### src/rtl/shift_universal.sv
// Universal shift/rotate register: parallel load, single-step shift, multi-cycle shift-by-N sequencer.
// Latency: every output is a flop; a step taken at an edge is visible in the following cycle.
// No backpressure: start/ena are dropped while busy, load overrides and aborts a running sequence.
module shift_universal #(
    parameter  int WIDTH   = 8,
    parameter  int MAX_AMT = 15,
    localparam int AW      = $clog2(MAX_AMT + 1)
) (
    input  logic             clk,
    input  logic             areset,
    input  logic             load,
    input  logic             ena,
    input  logic             start,
    input  logic [2:0]       mode,
    input  logic [AW-1:0]    amt,
    input  logic [WIDTH-1:0] data,
    input  logic             sin,
    output logic [WIDTH-1:0] q,
    output logic             sout,
    output logic             busy,
    output logic             done
);

    // Shift modes; 6 and 7 are reserved and act as hold.
    localparam logic [2:0] MODE_HOLD = 3'd0;
    localparam logic [2:0] MODE_SRL  = 3'd1;
    localparam logic [2:0] MODE_SLL  = 3'd2;
    localparam logic [2:0] MODE_ROR  = 3'd3;
    localparam logic [2:0] MODE_ROL  = 3'd4;
    localparam logic [2:0] MODE_SRA  = 3'd5;

    // Sequencer states.
    localparam logic [0:0] ST_IDLE = 1'b0;
    localparam logic [0:0] ST_RUN  = 1'b1;

    localparam logic [AW-1:0] AMT_MAX  = AW'(MAX_AMT);
    localparam logic [AW-1:0] CNT_ONE  = AW'(1);
    localparam logic [AW-1:0] CNT_ZERO = '0;

    logic [WIDTH-1:0] q_q, q_d;
    logic             sout_q, sout_d;
    logic             done_q, done_d;
    logic [0:0]       state_q, state_d;
    logic [AW-1:0]    count_q, count_d;
    logic [2:0]       mode_lat_q, mode_lat_d;

    logic [2:0]       step_mode;
    logic             step_shift;
    logic [WIDTH-1:0] step_q;
    logic             step_out;
    logic [AW-1:0]    amt_c;

    // Counts above MAX_AMT are treated as MAX_AMT (only reachable when MAX_AMT+1 is not a power of two).
    always_comb begin
        amt_c = (amt > AMT_MAX) ? AMT_MAX : amt;
    end

    // One shift step of q_q in the active mode: the running sequence uses its latched mode,
    // otherwise the live mode input. step_shift is low for hold/reserved so q and sout stay put.
    always_comb begin
        step_mode  = (state_q == ST_RUN) ? mode_lat_q : mode;
        step_shift = 1'b1;
        step_q     = q_q;
        step_out   = sout_q;
        case (step_mode)
            MODE_SRL: begin
                step_q   = {sin, q_q[WIDTH-1:1]};
                step_out = q_q[0];
            end
            MODE_SLL: begin
                step_q   = {q_q[WIDTH-2:0], sin};
                step_out = q_q[WIDTH-1];
            end
            MODE_ROR: begin
                step_q   = {q_q[0], q_q[WIDTH-1:1]};
                step_out = q_q[0];
            end
            MODE_ROL: begin
                step_q   = {q_q[WIDTH-2:0], q_q[WIDTH-1]};
                step_out = q_q[WIDTH-1];
            end
            MODE_SRA: begin
                step_q   = {q_q[WIDTH-1], q_q[WIDTH-1:1]};
                step_out = q_q[0];
            end
            default: begin
                step_shift = 1'b0;
            end
        endcase
    end

    // Next-state selection in priority order: reset > load > start > ena > sequencer step.
    always_comb begin
        q_d        = q_q;
        sout_d     = sout_q;
        done_d     = 1'b0;
        state_d    = state_q;
        count_d    = count_q;
        mode_lat_d = mode_lat_q;

        if (areset) begin
            q_d        = '0;
            sout_d     = 1'b0;
            state_d    = ST_IDLE;
            count_d    = CNT_ZERO;
            mode_lat_d = MODE_HOLD;
        end else if (load) begin
            // Loading mid-sequence abandons it silently (no done pulse).
            q_d     = data;
            state_d = ST_IDLE;
            count_d = CNT_ZERO;
        end else if (state_q == ST_IDLE && start) begin
            mode_lat_d = mode;
            if (amt_c == CNT_ZERO) begin
                // Zero-length request completes immediately.
                done_d = 1'b1;
            end else begin
                // First step happens on the start edge; count holds the steps still to go.
                if (step_shift) begin
                    q_d    = step_q;
                    sout_d = step_out;
                end
                count_d = amt_c - CNT_ONE;
                if (amt_c == CNT_ONE) begin
                    done_d = 1'b1;
                end else begin
                    state_d = ST_RUN;
                end
            end
        end else if (state_q == ST_IDLE && ena) begin
            if (step_shift) begin
                q_d    = step_q;
                sout_d = step_out;
            end
        end else if (state_q == ST_RUN) begin
            if (step_shift) begin
                q_d    = step_q;
                sout_d = step_out;
            end
            // The step that consumes the last remaining count ends the sequence.
            if (count_q <= CNT_ONE) begin
                count_d = CNT_ZERO;
                state_d = ST_IDLE;
                done_d  = 1'b1;
            end else begin
                count_d = count_q - CNT_ONE;
            end
        end
    end

    // State registers; reset is folded into the next-state logic above.
    always_ff @(posedge clk) begin
        q_q        <= q_d;
        sout_q     <= sout_d;
        done_q     <= done_d;
        state_q    <= state_d;
        count_q    <= count_d;
        mode_lat_q <= mode_lat_d;
    end

    // Outputs come straight from flops.
    always_comb begin
        q    = q_q;
        sout = sout_q;
        busy = (state_q == ST_RUN);
        done = done_q;
    end

endmodule

### config.mk
export PLATFORM = sky130hd
export DESIGN_NAME = shift_universal
export DESIGN_NICKNAME = d
export VERILOG_FILES = /design/src/rtl/shift_universal.sv
export SDC_FILE = /design/constraint.sdc
export NUM_CORES = 1
export LEC_CHECK = 0
export CAP_MARGIN = 20
export CORE_ASPECT_RATIO = 2
export CORE_UTILIZATION = 35
export DETAILED_ROUTE_END_ITERATION = 6
export SLEW_MARGIN = 10
export SYNTH_ARGS = -nofsm -noshare
export SYNTH_HDL_FRONTEND = slang
export SYNTH_SLANG_ARGS = --single-unit
### constraint.sdc
create_clock -name clk -period 5.5 [get_ports clk]
set_input_delay 0.825 -clock clk [delete_from_list [all_inputs] [get_ports clk]]
set_output_delay 0.825 -clock clk [all_outputs]
set_load 0.01 [all_outputs]
# Word-level counts from Yosys, hierarchy flattened

Cells that the tools add are included.

Bits in registers: 18
Input port bits: 21
Output and inout bits: 11
Word-level logic and storage cells: 70

Add/sub/neg operators: 2
Magnitude comparators: 2
Equality and inequality tests: 10
Multiplexer cells: 33
Bitwise operators: 2
Reduce and logical (&&, ||, !) cells: 15

Operators by type and width:

| kind                                                | number |
|---|---|
| two-way mux 8 bit                                   | 6 |
| case mux 8 bit (5 select lines)                     | 1 |
| two-way mux 4 bit                                   | 6 |
| two-way mux 1 bit                                   | 18 |
| AND reduction 3 bit                                 | 3 |
| subtractor 4 x 1 -> 4 bit, second input constant    | 2 |
| equality test 3 x 2 -> 1 bit, second input constant | 2 |
| equality test 3 bit, second input constant          | 2 |
| inequality test 2 bit, second input constant        | 3 |
| OR reduction 5 bit                                  | 1 |
| equality test 4 x 1 -> 1 bit, second input constant | 1 |
| > comparator 4 bit, second input constant           | 1 |
| <= comparator 4 x 1 -> 1 bit, second input constant | 1 |
| logical NOT 4 bit                                   | 1 |
| AND reduction 2 bit                                 | 2 |
| nonzero test 4 bit                                  | 1 |
| OR reduction 2 bit                                  | 2 |
| equality test 3 x 1 -> 1 bit, second input constant | 1 |
| two-way mux 3 bit                                   | 1 |
| inequality test 3 bit, second input constant        | 1 |
| nonzero test 3 bit                                  | 1 |
| OR reduction 3 bit                                  | 1 |
| logical AND 1 bit                                   | 2 |
| inverter 1 bit                                      | 2 |
| 2 further kinds                                     | 2 |

# Logic depth before layout (Yosys ltp)

Gate-level depths: netlist of the first run.

Depth after elaboration: 9
Mapped depth: 8
Depth with buffers taken out: 7

# Worst setup path after synthesis of the first run

OpenSTA, ideal clock, no wires.

Path kind: input port to flip-flop
Start: input port mode[2]
End: register q_q[4] (netlist: q[4])
Setup time: 0.083 ns
Arrival time: 2.041 ns
Data required time: 5.417 ns
Setup slack: 3.376 ns
Stages: 6
Buffers on the path: 1
Path through: mux2_4 > nor3_4 > a211oi_2 > buf_6 > or4b_1 > o221ai_1

Word-level cells in the longest chain between the ends: 9
Elaborated cells on any way between the ends: 15
Classes of those cells: 5 x eq/ne; 9 x mux; 1 x reduce/logical

Ends and longest elaborated chain:

| item                                              | line          | source |
|---|---|---|
| start, declared                                   | 14            | `input logic [2:0] mode,` |
| two-way mux 3 bit *                               | 61            | `step_mode = (state_q == ST_RUN) ? mode_lat_q : mode;` |
| equality test 3 bit, or another cell as far along | 65            | `case (step_mode)` |
| OR reduction 5 bit (no source line)               | -             |  |
| two-way mux 1 bit                                 | 65            |  |
| two-way mux 8 bit *                               | 119, 131, 136 |  |
| two-way mux 8 bit                                 | 135           | `end else if (state_q == ST_RUN) begin` |
| two-way mux 8 bit                                 | 130           | `end else if (state_q == ST_IDLE && ena) begin` |
| two-way mux 8 bit *                               | 112           | `end else if (state_q == ST_IDLE && start) begin` |
| two-way mux 8 bit *                               | 107           | `end else if (load) begin` |
| end signal, assigned                              | 153           | `q_q <= q_d;` |
| end, declared                                     | 40            | `logic [WIDTH-1:0] q_q, q_d;` |

Mark *: on every way between the ends. The rest lies on a longest branch, timed or not. The select of a mux whose other input is x is not followed.
A chain may end at the register's enable or synchronous reset.

# Worst setup path in the final report of the first run

Start: input port amt[0]
End: register q_q[4] (netlist: q[4])

Word-level cells in the longest chain between the ends: 5

Ends and longest elaborated chain:

| item                                     | line | source |
|---|---|---|
| start, declared                          | 15   | `input logic [AW-1:0] amt,` |
| > comparator 4 bit                       | 55   | `amt_c = (amt > AMT_MAX) ? AMT_MAX : amt;` |
| two-way mux 4 bit *                      | 55   |  |
| logical NOT 4 bit *                      | 114  | `if (amt_c == CNT_ZERO) begin` |
| inequality test 3 bit (no source line) * | -    |  |
| AND reduction 2 bit (no source line) *   | -    |  |

Mark *: on every way between the ends. The rest lies on a longest branch, timed or not.

==> results.md, run 1 <==
* Tmin final at 2.77 ns
* DR pass1 iterations at 4
* CTS tree: yes
* Via-to-Cell Ratio at 5.28
* Seq cells post-synth at 18
* Largest family of logic cells by synthesized area: compound AO/OA/AOI/OAI gates
* Mux contribution to synthesized area at 10.7%
* Max frequency at 361 MHz
* Fin Clk Skew at 0.00329 ns
* Post-synthesis cell type count at 38
* Synth top area cells: dfxtp_1, mux2_2, a21oi_1
* Hpwl dp at 2490 µm
* Arr. time, crit path at 2.89 ns
* Max-cap violations at 0
* Die Y at 87.9 µm
* Gpl congestion at 0.882
* Root Driver: clkbuf_8
* Crit path capture type: flop
* Setup_tns at 0 ns
* DRT iter0 DRCs at 30
* Syn. warnings at 0
* Syn Area/Cell at 8.29 µm²
* Global Route Usage Sum at 18.2%
* Global route total overflow at 0
* Clock Latency Late Sink at 0.25 ns
* Max IR drop VDD at 103 µV
* Crit Path Category: input pin to flop
* Post-synth top area share at 27.9%
* CP Max Fanout at 13
* Slowest-stage cell, CP: a211oi_2
* Synth Instances at 156
* Post-CTS Setup Repair Bufs at 0
* Synth Area in XOR/XNOR at 3.39%
* Hold Crit Class: flop to flop
* Power per cell area at 216 mW/mm²
* Bufs and invs on worst path at 2
* Status: complete, no violations
* # DRC at 0
* Overall power at 359 µW
* Ant. Diodes at 0
* Post-DRT Antenna Nets at 0
* Die area at 0.00395 mm²
* TritonCTS Buffers at 3
* NumNets Final at 209
* R2R depth at 5
* # setup viols final at 0
* Most common cell in the synthesized netlist: dfxtp_1
* Layout cells sized above 1 at 10.4%
* Effective utilization at floorplan at 37.4%
* H-tree levels at 1
* Ys async rst share at 0%
* Vias at 1214
* Worst path max stage delay at 0.66 ns
* Routed WL at 3200 µm
* Cell family with most CP delay: compound AO/OA/AOI/OAI gates
* Syn Std Cell Area at 0.00129 mm²
* Core area at 0.00345 mm²
* Die W at 45.0 µm
* Post-synth top cells: dfxtp_1, nand2_1, nor2_1
* Number of synthesized flops with an enable pin at 0
* Tcrit/Tclk final at 50.4%
* Rows at 30
* Yosys top cell by area: dfxtp_1
* Clk pin slew, worst setup/hold paths at 0.07 ns
* RSZ-0062 raised after global routing: false
* Worst path depth at 7
* Cells along the critical path: clkdlybuf4s50_1 -> inv_1 -> ha_1 -> a31o_2 -> a211oi_2 -> or4b_1 -> o221ai_1
* Routed wire per std cell at 13.9 µm
* Hold path depth at 2
* Layout area overhead at 28.6%
* Post-synthesis sequential area ratio at 27.9%
* Clk buf depth at 2
* Max_slew headroom at 50.8%
* CTS resizes at 0
* Actual slew at the worst max-slew pin at 0.737 ns
* Hold Buf Count CTS at 0
* Initial antenna violation count at 0
* Port-buffer cells at 31
* Adder-Cell Fraction of Synth Area at 4.84%
* Clk sinks at 18
* Endpoints failing hold at 0
* Post-synthesis simple-gate area fraction at 23.0%
* Slew Viols, Final at 0
* Vias in the first global route at 1280
* First-pass GRT wire length at 5530 µm
* Primary FF master, synth: dfxtp_1
* Static Leak at 0.607 nW
* Mapped Nets at 182
* Compound-Gate Fraction of Synth Area at 23.4%
* Startpoint types: input pin
* Worst endpoint required time at 5.61 ns
* Top-Level Pins at 32
* Pin count of the biggest net entering global routing at 24
sequential cells by signal, indices dropped and copies added, names as in the netlist:
name,cells
q,8
count_q,4
mode_lat_q,3
busy,1
done,1
sout,1
worst paths after layout:
check	from	endpoint	slack (ns)
worst min register to register	sout$_SDFFE_PP0P_	sout$_SDFFE_PP0P_	0.51
worst max register to register	busy$_SDFFE_PP0P_	q[4]$_SDFFE_PP0P_	3.15
worst min-delay path	sout$_SDFFE_PP0P_	sout$_SDFFE_PP0P_	0.51
worst max-delay path	amt[0]	q[4]$_SDFFE_PP0P_	2.73
metal layers:
layer	wire (µm)	share of wire (%)	GRT usage [%]
met3	112	3.5	2.27
met5	0	0	0
met4	57	1.8	7.71
met1	1230	38	19.5
met2	1810	56	33.9
layout by cell type, fill, tap and decap left out, types with 6 or more instances in the layout:
cell type        instances
o221ai_1                 6
clkdlybuf4s50_1         31
or4b_1                   6
inv_1                    7
nand2b_1                 6
nand2_1                 16
o21ai_0                  6
dfxtp_1                 18
a21oi_1                 13
nor2_1                  14
mux2_2                   6
tightest hold or removal path, cell delays in order (launching register included):
cell and delay (ns):
dfxtp_1 0.32, nor2_1 0.10, a211oi_1 0.05
logic make-up after synthesis:
group,count (synthesis)
flip-flops,18
adder cells (fa/ha/maj),5
multiplexers,12
AO/OA/AOI/OAI,44
XOR/XNOR,5
buffers and inverters,17
AND/OR/NAND/NOR,55
through the flow:
stage / util, % / hold slack (ns) / cell area, µm² / instances / setup slack, ns
2_1_floorplan: - / 0.479 / 1290 / 156 / 3.38
3_3_place_gp: 46.5 / 0.504 / 1610 / 226 / 2.51
3_5_place_dp: 46.5 / 0.503 / 1610 / 226 / 2.45
4_1_cts: 48.1 / 0.513 / 1660 / 230 / 2.73
5_1_grt: 48.1 / 0.542 / 1660 / 230 / 2.54
6_report: 48.1 / 0.510 / 1660 / 230 / 2.73
final cells by class:
cell class              count  area [µm²]
flip-flops and latches     18         360
clock buffers               4        55.1
fillers                   356        1790
well taps                  48        60.1
multi-input cells         121         846
repair buffers             31         310
inverters                   8        30.0
power by group:
part	total [mW]	switching, mW	internal, mW
clock	0.109	0.0454	0.0636
combinational	0.100	0.0484	0.0521
sequential	0.149	0.0106	0.139
total	0.359	0.104	0.254
Power figures use the tool's default switching activity.
==> inputs of run 2 (changes only) <==
==> constraint.sdc (replaced) <==
create_clock -name clk -period 2.5 [get_ports clk]
set_input_delay 0.375 -clock clk [delete_from_list [all_inputs] [get_ports clk]]
set_output_delay 0.375 -clock clk [all_outputs]
set_load 0.01 [all_outputs]
==> run 2 against run 1 <==
Net effect:
- non-clock buffer count up 4
- clock-buffer cell count unchanged
- wire length down 0.91%
- largest cell class unchanged
- utilization up 0.87 points
- cell count up 1.7%
- global-route usage up 0.099 points
==> results.md, run 2 (synthesized netlist as in run 1, its figures left out) <==
* Status: complete, no violations
* Flop pwr share at 41.4% (-0.2 points)
* Arr. time, crit path at 2.38 ns (-0.51 ns)
* Top-Level Pins at 32 (unchanged)
* Routed wire per std cell at 13.6 µm (-2.6%)
* Global Route Usage Sum at 18.3% (+0.099 points)
* Layout area overhead at 30.9%
* Tmin final at 2.21 ns
* Initial antenna violation count at 0 (unchanged)
* Clk buf depth at 2 (unchanged)
* Port-buffer cells at 31 (unchanged)
* Final core utilization at 49.0% (+0.87 points)
* Post-CTS Setup Repair Bufs at 0 (unchanged)
* Power Internal at 566 µW (+120%)
* Sw Pwr at 229 µW (+120%)
* CP Max Fanout at 15 (+2)
* Global route total overflow at 0 (unchanged)
* Layout fillers at 359 (+0.84%)
* Die Y at 87.9 µm (unchanged)
* Commonest non-fill, non-tap cell in the layout: clkdlybuf4s50_1
* Via-to-Cell Ratio at 5.28 (about the same)
* Crit path capture type: flop
* Post-Layout Cell Count at 234 (+1.7%)
* Clk pin slew, worst setup/hold paths at 0.07 ns (about the same)
* Tcrit/Tclk final at 88.3%
* DRT iter0 DRCs at 16 (-47%)
* Hold Buf Count CTS at 0 (unchanged)
* Max IR drop VDD at 265 µV (+160%)
* Endpoints failing hold at 0 (unchanged)
* Layout cells sized above 1 at 12.4% (+1.9 points)
* H-tree levels at 1 (unchanged)
* Vias in the first global route at 1294 (+1.1%)
* Commonest non-fill, non-tap cells in the layout: clkdlybuf4s50_1, dfxtp_1, nand2_1
* Hold Crit Class: flop to flop
* Hpwl dp at 2450 µm (-1.5%)
* Worst endpoint required time at 2.67 ns (-2.94 ns)
* Power per cell area at 470 mW/mm² (+120%)
* Post-Place Worst Slack at 0.166 ns (-2.29 ns)
* TritonCTS Buffers at 3 (unchanged)
* Core area at 0.00345 mm² (unchanged)
* Root Driver: clkbuf_8
* CTS resizes at 0 (unchanged)
* Routed WL at 3170 µm (-0.91%)
* RSZ-0062 raised after global routing: false
* Placed cell count at 230 (+1.8%)
* Multi-input logic area at 846 µm² (unchanged)
* First-pass GRT wire length at 5530 µm (-0.13%)
* # setup viols final at 0 (unchanged)
* DR pass1 iterations at 4 (unchanged)
* Clock Latency Late Sink at 0.25 ns (about the same)
* # DRC at 0 (unchanged)
* Slew Viols, Final at 0 (unchanged)
* Static Leak at 0.626 nW (+3.1%)
* Gpl congestion at 0.824 (-6.6%)
* Max reg flops at 8 (unchanged)
* Final WS setup at 0.292 ns (-2.43 ns)
* Setup_tns at 0 ns (unchanged)
* Actual slew at the worst max-slew pin at 0.631 ns (-0.106 ns)
* Ant. Diodes at 0 (unchanged)
* Pin count of the biggest net entering global routing at 20 (-17%)
* Die area at 0.00395 mm² (unchanged)
* Post-DRT Antenna Nets at 0 (unchanged)
* Clk sinks at 18 (unchanged)
* NumNets Final at 213 (+1.9%)
* Effective utilization at floorplan at 37.4% (unchanged)
* Worst hold slack at 0.510 ns (-0.000395 ns)
* Die W at 45.0 µm (unchanged)
* Clk network pwr share at 29.9% (-0.5 points)
* Crit Path Category: flop to flop
* Max frequency at 453 MHz
* Seq. cell area at 360 µm² (unchanged)
* Vias at 1236 (+1.8%)
* Fin Clk Skew at 0.00169 ns (-0.00160 ns)
* Max-cap violations at 0 (unchanged)
* CTS tree: yes
* Max_slew headroom at 57.8% (+7.0 points)
* Startpoint types: flop
* Rows at 30 (unchanged)
* Gate power share at 28.7% (+0.7 points)
* Switch share at 28.8% (-0.31 points)
==> run 2: cell types whose count changed in the layout (fill, tap and decap cells not counted), sizes merged <==
cell and delta:
buf +4
==> run 2: path summary, 6_finish.rpt <==
path                  endpoint              start  slack [ns]  cells past startpoint
max reg2reg  q[3]$_SDFFE_PP0P_  busy$_SDFFE_PP0P_        0.29                      6
max          q[3]$_SDFFE_PP0P_  busy$_SDFFE_PP0P_        0.29                      6
min          sout$_SDFFE_PP0P_  sout$_SDFFE_PP0P_        0.51                      2
min reg2reg  sout$_SDFFE_PP0P_  sout$_SDFFE_PP0P_        0.51                      2
==> run 2: cell type report <==
class                   instances  share of cell area (%)
clock buffers                   4                    3.25
inverters                       8                    1.78
multi-input cells             121                    50.0
flip-flops and latches         18                    21.3
well taps                      48                    3.55
repair buffers                 35                    20.1
==> run 2: per-layer routing <==
metal	vias to the layer above	track usage [%]	part of all wire, %
met1	568	18.9	39
met2	30	34.7	55
met3	6	1.65	3.8
met5	-	0	0
met4	0	8.82	2.0
li1	632	-	-
==> run 2: worst max-delay path, stage by stage, from the launching register on <==
cell and delay (ns):
dfxtp_1 0.70, mux2_2 0.46, nor3_4 0.18, a211oi_2 0.05, buf_4 0.18, or4b_1 0.47
o221ai_1 0.08
==> run 2: power groups by stage <==
stage | logic (mW) | clock network, mW | registers (mW)
after floorplan | 0.138 | 0 | 0.332
after global placement | 0.226 | 0 | 0.335
after detailed placement | 0.229 | 0 | 0.335
after CTS | 0.230 | 0.246 | 0.329
after global routing | 0.255 | 0.260 | 0.332
final | 0.228 | 0.238 | 0.329
==> run 2: per-stage QoR <==
stage          cell area [µm²]  power [mW]
2_1_floorplan             1290       0.470
3_3_place_gp              1640       0.561
3_5_place_dp              1640       0.564
4_1_cts                   1690       0.805
5_1_grt                   1690       0.846
6_report                  1690       0.795
==> inputs of run 3 (changes only) <==
--- a/config.mk
+++ b/config.mk
@@ -9,7 +9,9 @@
 export CORE_ASPECT_RATIO = 2
 export CORE_UTILIZATION = 35
 export DETAILED_ROUTE_END_ITERATION = 6
+export GPL_ROUTABILITY_DRIVEN = 0
 export SLEW_MARGIN = 10
 export SYNTH_ARGS = -nofsm -noshare
 export SYNTH_HDL_FRONTEND = slang
 export SYNTH_SLANG_ARGS = --single-unit
+export TNS_END_PERCENT = 50
==> results of run 3 <==
Final layout, timing and power as in run 2 (identical DEF).
